**config.mk**
```make
export PLATFORM = sky130hd
export DESIGN_NAME = i2s_transmitter
export DESIGN_NICKNAME = d
export VERILOG_FILES = /design/src/rtl/i2s_transmitter.sv
export SDC_FILE = /design/constraint.sdc
export NUM_CORES = 1
export LEC_CHECK = 0
export CORE_MARGIN = 10
export CORE_UTILIZATION = 35
export CTS_CLUSTER_DIAMETER = 40
export DETAILED_ROUTE_END_ITERATION = 10
export PLACE_DENSITY = 0.63
export SLEW_MARGIN = 20
export SYNTH_ARGS = -nofsm -noshare
export SYNTH_HDL_FRONTEND = slang
export SYNTH_SLANG_ARGS = --single-unit
export TNS_END_PERCENT = 50
```
**constraint.sdc**
```tcl
create_clock -name clock -period 6 [get_ports clock]
set_input_delay 0.6 -clock clock [delete_from_list [all_inputs] [get_ports clock]]
set_output_delay 0.6 -clock clock [all_outputs]
set_load 0.02 [all_outputs]
```
**src/rtl/i2s_transmitter.sv**
```systemverilog
// -----------------------------------------------------------------------------
// i2s_transmitter
//   Serializes one signed mono sample per frame to a DAC as Philips I2S. The
//   same sample is sent in the left and the right slot. bclk and lrclk are
//   derived from the system clock. When a frame starts and no new sample is
//   held, a one-clock underrun pulse is raised.
//
//   Optional build macro: I2S_UNDERRUN_MUTE_EN
//     defined   -> an underrun frame transmits silence (0)
//     undefined -> an underrun frame repeats the previous frame sample
// -----------------------------------------------------------------------------
module i2s_transmitter #(
  parameter int SAMPLE_WIDTH = 24,  // bits per sample, MSB first on the wire
  parameter int SLOT_WIDTH   = 32,  // bclk periods per slot, >= SAMPLE_WIDTH+1
  parameter int BCLK_DIV     = 4    // system clocks per bclk half-period, >= 1
) (
  input  logic                    clock,
  input  logic                    reset,
  input  logic [SAMPLE_WIDTH-1:0] audio_in,
  input  logic                    audio_valid,
  output logic                    audio_ready,
  output logic                    bclk,
  output logic                    lrclk,
  output logic                    sdata,
  output logic                    underrun
);

  localparam int IDX_W = $clog2(2 * SLOT_WIDTH);
  localparam int DIV_W = (BCLK_DIV > 1) ? $clog2(BCLK_DIV) : 1;
  localparam int SEL_W = (SAMPLE_WIDTH > 1) ? $clog2(SAMPLE_WIDTH) : 1;

  localparam logic [DIV_W-1:0] DIV_LAST   = DIV_W'(BCLK_DIV - 1);
  localparam logic [IDX_W-1:0] IDX_LAST   = IDX_W'(2 * SLOT_WIDTH - 1);
  localparam logic [IDX_W-1:0] SLOT_LEN   = IDX_W'(SLOT_WIDTH);
  localparam logic [IDX_W-1:0] SAMPLE_LEN = IDX_W'(SAMPLE_WIDTH);

  // Registered state
  logic [DIV_W-1:0]        div_q,      div_d;
  logic                    bclk_q,     bclk_d;
  logic [IDX_W-1:0]        bit_idx_q,  bit_idx_d;
  logic                    lrclk_q,    lrclk_d;
  logic                    sdata_q,    sdata_d;
  logic                    underrun_q, underrun_d;
  logic                    full_q,     full_d;
  logic [SAMPLE_WIDTH-1:0] hold_q,     hold_d;
  logic [SAMPLE_WIDTH-1:0] frame_q,    frame_d;

  // Combinational helpers
  logic                    div_wrap;
  logic                    bclk_fall;
  logic                    frame_load;
  logic [IDX_W-1:0]        slot_pos;
  logic [SEL_W-1:0]        bit_sel;

  // Next-state: divider, bit position, frame load, handshake and serializer
  always_comb begin
    // NOTE: every signal written here gets a default first, so no path can
    // leave one unassigned and infer a latch.
    div_d      = div_q;
    bclk_d     = bclk_q;
    bit_idx_d  = bit_idx_q;
    lrclk_d    = lrclk_q;
    sdata_d    = sdata_q;
    underrun_d = 1'b0;
    full_d     = full_q;
    hold_d     = hold_q;
    frame_d    = frame_q;
    slot_pos   = '0;
    bit_sel    = '0;

    div_wrap   = (div_q == DIV_LAST);
    bclk_fall  = div_wrap && bclk_q;
    frame_load = bclk_fall && (bit_idx_q == IDX_LAST);

    // bclk toggles each time the divider wraps
    if (div_wrap) begin
      div_d  = '0;
      bclk_d = ~bclk_q;
    end else begin
      div_d  = div_q + DIV_W'(1);
    end

    // Frame start: take the held sample, or flag an underrun
    if (frame_load) begin
      if (full_q) begin
        frame_d = hold_q;
        full_d  = 1'b0;
      end else begin
        underrun_d = 1'b1;
`ifdef I2S_UNDERRUN_MUTE_EN
        frame_d    = '0;
`else
        frame_d    = frame_q;
`endif
      end
    end

    // Capture only while empty; ready is still low on a load cycle, so a
    // capture and a load can never collide on the holding register.
    if (audio_valid && !full_q) begin
      full_d = 1'b1;
      hold_d = audio_in;
    end

    // lrclk and sdata change only together with the bclk falling edge
    if (bclk_fall) begin
      bit_idx_d = frame_load ? '0 : bit_idx_q + IDX_W'(1);
      lrclk_d   = (bit_idx_d >= SLOT_LEN);
      slot_pos  = lrclk_d ? (bit_idx_d - SLOT_LEN) : bit_idx_d;
      // Position 0 is the one-bclk I2S delay; positions past the sample pad
      // with zeros. frame_d is used so a freshly loaded sample is in effect.
      if ((slot_pos != '0) && (slot_pos <= SAMPLE_LEN)) begin
        bit_sel = SEL_W'(SAMPLE_WIDTH - int'(slot_pos));
        sdata_d = frame_d[bit_sel];
      end else begin
        sdata_d = 1'b0;
      end
    end
  end

  // State register with synchronous active-high reset
  always_ff @(posedge clock) begin
    if (reset) begin
      // NOTE: the sample registers are reset too, not just the control state:
      // the first frame after reset must carry silence, and a pending sample
      // must be dropped.
      div_q      <= '0;
      bclk_q     <= 1'b0;
      bit_idx_q  <= '0;
      lrclk_q    <= 1'b0;
      sdata_q    <= 1'b0;
      underrun_q <= 1'b0;
      full_q     <= 1'b0;
      hold_q     <= '0;
      frame_q    <= '0;
    end else begin
      // NOTE: non-blocking assignments, so every flop samples the values
      // from before this edge regardless of statement order.
      div_q      <= div_d;
      bclk_q     <= bclk_d;
      bit_idx_q  <= bit_idx_d;
      lrclk_q    <= lrclk_d;
      sdata_q    <= sdata_d;
      underrun_q <= underrun_d;
      full_q     <= full_d;
      hold_q     <= hold_d;
      frame_q    <= frame_d;
    end
  end

  assign audio_ready = !full_q;
  assign bclk        = bclk_q;
  assign lrclk       = lrclk_q;
  assign sdata       = sdata_q;
  assign underrun    = underrun_q;

endmodule

```
Word-level counts from Yosys, hierarchy flattened
Cells that the tools add are included.
- flip-flop bits (word level): 61
- input bits: 27
- order comparisons: 3
- reduce and logical (&&, ||, !) cells: 9
- muxes and demuxes: 10
- add/sub/neg operators: 4
- eq/ne operators: 2
- bitwise logic cells: 2
- operator list (cell ; count):
    $mux 24 ; 2
    $mux 6 ; 2
    $add 6x1->6 const B ; 1
    $eq 6x6->1 const B ; 1
    $ge 6x6->1 const B ; 1
    $le 6x5->1 const B ; 1
    $lt 5x6->1 const B ; 1
    $reduce_bool 6->1 ; 1
    $sub 6x6->6 const B ; 1
    $bmux 1 s5 ; 1
    $mux 1 ; 5
    $sub 5x5->5 const A ; 1
    $logic_and 1x1->1 ; 4
    $reduce_or 2->1 ; 2
    $add 2x1->2 const B ; 1
    $eq 2x2->1 const B ; 1
    $not 1->1 ; 2
    $reduce_bool 2->1 ; 1
    $logic_not 1->1 ; 1

Longest topological paths before layout
- depth in word-level cells: 10
- gate-level depth with buffers: 9
- gate-level depth less buffers: 8

Least setup slack after synthesis
No wires, ideal clock.
- kind: register -> register
- start: register bit_idx_q[1]
- end: register sdata_q, in the netlist sdata
- path slack: 3835 ps
- cell stages (with the launch flop): 8
- buffers on the path: 1
- arrival time: 2033 ps
- cells stage by stage: dfxtp_1 > ha_1 > clkbuf_1 > mux4_2 > o21ai_0 > a31oi_1 > o21ai_1 > o221ai_2
- word-level cells in the longest chain between the ends: 9
- elaborated cells between the ends (all ways): 15
- those cells by class: add/sub: 3; order compare: 2; eq/ne: 1; mux: 6; reduce/logical: 3
- ends and longest elaborated chain (item ; line ; text):
    from (decl) ; 40 ; logic [IDX_W-1:0] bit_idx_q, bit_idx_d;
    from (signal assigned) ; 141 ; bit_idx_q <= bit_idx_d;
    parallel branches: the longest is 8 deep, another holds $add 6x1->6 ; n/a ;
    $mux 1 (*) ; 112 ; if ((slot_pos != '0) && (slot_pos <= SAMPLE_LEN)) begin
    to (signal assigned) ; 143 ; sdata_q <= sdata_d;
    to (decl) ; 42 ; logic sdata_q, sdata_d;
Every way passes the cells marked *. The select of a mux whose other input is x is not followed.
A chain may end at the register's enable or synchronous reset.

Worst setup path after layout
- start: register bit_idx_q[0]
- end: register sdata_q, in the netlist sdata
The elaborated chain is that of the path after synthesis.

==> metrics.cfg <==
[die]
die_w_um = 106.4
core.rowCount = 31
start_util = 0.3605
core_um2 = 7253
die_h_um = 106.4
pin_count = 32
die-area_um2 = 11330

[worst_setup_path]
slowest_delay_ps = 470
end_kind = register
critPathRequiredTime_ps = 6200
r2r-end = sdata
r2r_slack_ps = 3450
crit_arrival_ps = 2750
cp_slowest_cell = dfxtp_1
worst_r2r_startpoint = bit_idx_q[0]
critPathLaunchType = register
worst-setup-path-type = register to register
r2r_cells = 9
path_max_fanout = 28
worstPathCellList = ha_1 > nand4_4 > nor3_4 > buf_4 > mux2_2 > o21ai_0 > a31oi_1 > o21ai_1 > o221ai_2

[final_layout]
finalInstanceArea_um2 = 3133
n_antenna_cell = 0
instances_no_fill = 448
nets = 375
drive_gt1_frac = 0.07163
nFillCells = 754
final_core_utilization = 0.4319
area_growth_pct = 19.81

[worst_hold_path]
hold_path_end = div_q[0]
hp-class = register to register
min_from = div_q[0]
worstHoldPathCells = 1

[yosys]
synth_ff_type = dfxtp_1
ys.warnings.count = 0
syn_area_per_cell_um2 = 8.071
synth_seq_cells = 61
synth_top_area_frac = 0.4670
syn_nets = 353
yosysTopAreaCell = dfxtp_1
synth_common_cells = nand2_1, dfxtp_1, a21oi_1, nor2_1, clkbuf_1
ys_types = 43
synth-edff-count = 0
synth.area.top_cells = dfxtp_1, nand2_1, a21oi_1
syn_area_um2 = 2615
seq_area_frac_synth = 0.4670
async_reset_ff_frac = 0
yosysMostFrequentCell = nand2_1
netlist_instances = 324

[clock_network]
postCtsSetupBuffers = 0
clk_pin_slew_ps = 60
clockBufferDepth = 2
cts_resized = 0
cts_made_buffers = 9
clk_latency_ps = 330
cts_tree = done
cts_sinks = 61
cts-htree-levels = 3
cts-root-buf = clkbuf_8
postCtsHoldBufs = 0

[sta]
setup_viol = 0
worstMarginPinSlew_ps = 904.6
rsz0062_at_grt = no
clock_skew_ps = 6.401
fin_crit_sh = 0.4248
final-hold-violation-count = 0
tns_ps = 0
fmax_mhz = 392.4
layout_min_cycle_time_ps = 2549
final_max_slew_viol_count = 0
slew_headroom = 0.3942

[global_routing]
grt_use_total = 0.1072
grt_max_degree = 63
grt_pass1_wl_um = 9970
gr-total-overflow = 0
grt_pass1_vias = 2194
antenna_found_initial = 0

[drt]
drtIter0Drc = 140
vias = 2209
routed_wirelength_um = 5711
drc = 0
vias_per_cell = 4.931
ant_nets = 0
wl_per_cell_um = 12.75
first_pass_iters = 4

[power]
pwr_density_cell_nw_per_um2 = 251.5
peakVddDrop_uv = 91.68
power.leakage_uw = 0.001073
fin_total_pwr_uw = 787.8

[outcome]
status = complete, no violations

[placed_design]
hpwl_um = 3940
gp_congestion = 0.8953
io_buffers = 31
placed_area_um2 = 2968
dp_cells = 434

[flow_run]
drv_cap = 0

layout by cell type, fill, tap and decap left out, drive strengths merged, types with 2 or more instances in the layout:
master and instances:
xnor2 5, nor3 7, o21a 2, and2 2, a31oi 3, dfxtp 61
clkinv 2, nand2 98, nor2 20, a21oi 51, o21ai 9, nand3 5
and3 2, nor2b 2, clkbuf 12, inv 4, clkdlybuf4s50 30, buf 3
mux2i 6, mux4 4, ha 2
registers in the layout (all words and copies together), names as in the netlist:
signal / cells
bclk: 1
lrclk: 1
frame_q: 24
hold_q: 24
bit_idx_q: 6
full_q: 1
sdata: 1
underrun: 1
div_q: 2
logic make-up (layout without fill, tap and decap cells):
family,after synthesis,after routing,share of synthesized area
simple gates,143,143,0.2330
fa+ha+maj,2,2,0.009568
xor+xnor,6,6,0.02010
mux,11,11,0.06172
flops,61,61,0.4670
buf+inv,26,51,0.04402
compound gates,75,75,0.1646
layer usage:
layer  vias to the layer above  track usage  part of all wire
met1                      1014       0.1207              0.46
met2                        50       0.1727              0.47
met4                         0      0.06190             0.014
li1                       1140            -                 -
met5                         -            0                 0
met3                         5      0.03744             0.057
area by class of cell:
class                      instances  area, um2  share of cell area
clock buffer                      12      155.1             0.04952
clock inverter                     2      10.01            0.003195
inverter                           4      15.01            0.004792
multi-input combinational        237       1287              0.4109
sequential                        61       1221              0.3898
tap                               99      123.9             0.03954
timing repair buffer              33      320.3              0.1022
power breakdown:
| part | switching (uW) | internal (uW) | total [uW] |
|---|---|---|---|
| clock network | 142 | 166 | 309 |
| registers | 8.01 | 417 | 425 |
| logic | 26.9 | 27.0 | 53.8 |
| total | 177 | 611 | 788 |
worst max-delay path by stage:
stage                             from    end  slack (ps)  depth (start not counted)
after floorplan           bit_idx_q[1]  sdata        3840                          7
after global placement    bit_idx_q[0]  sdata        3540                          9
after detailed placement  bit_idx_q[0]  sdata        3450                          9
after CTS                 bit_idx_q[0]  sdata        3440                          9
after global routing      bit_idx_q[0]  sdata        3210                          9
final                     bit_idx_q[0]  sdata        3450                          9
per-stage QoR:
stage	hold WS, ps	worst slack (ps)
after floorplan	404.3	3835
final	428.6	3451
after CTS	434.3	3445
after detailed placement	425.9	3448
after global placement	411.7	3536
after global routing	472.9	3210
worst max-delay path, delay by kind of cell (launching register included):
family	cells	cell delay (ps)
AOI/OAI and AO/OA	4	530
adders and majority gates	1	350
buffers and inverters	1	340
DFF	1	470
muxes	1	380
and+or+nand+nor	2	350
Power figures use the tool's default switching activity.
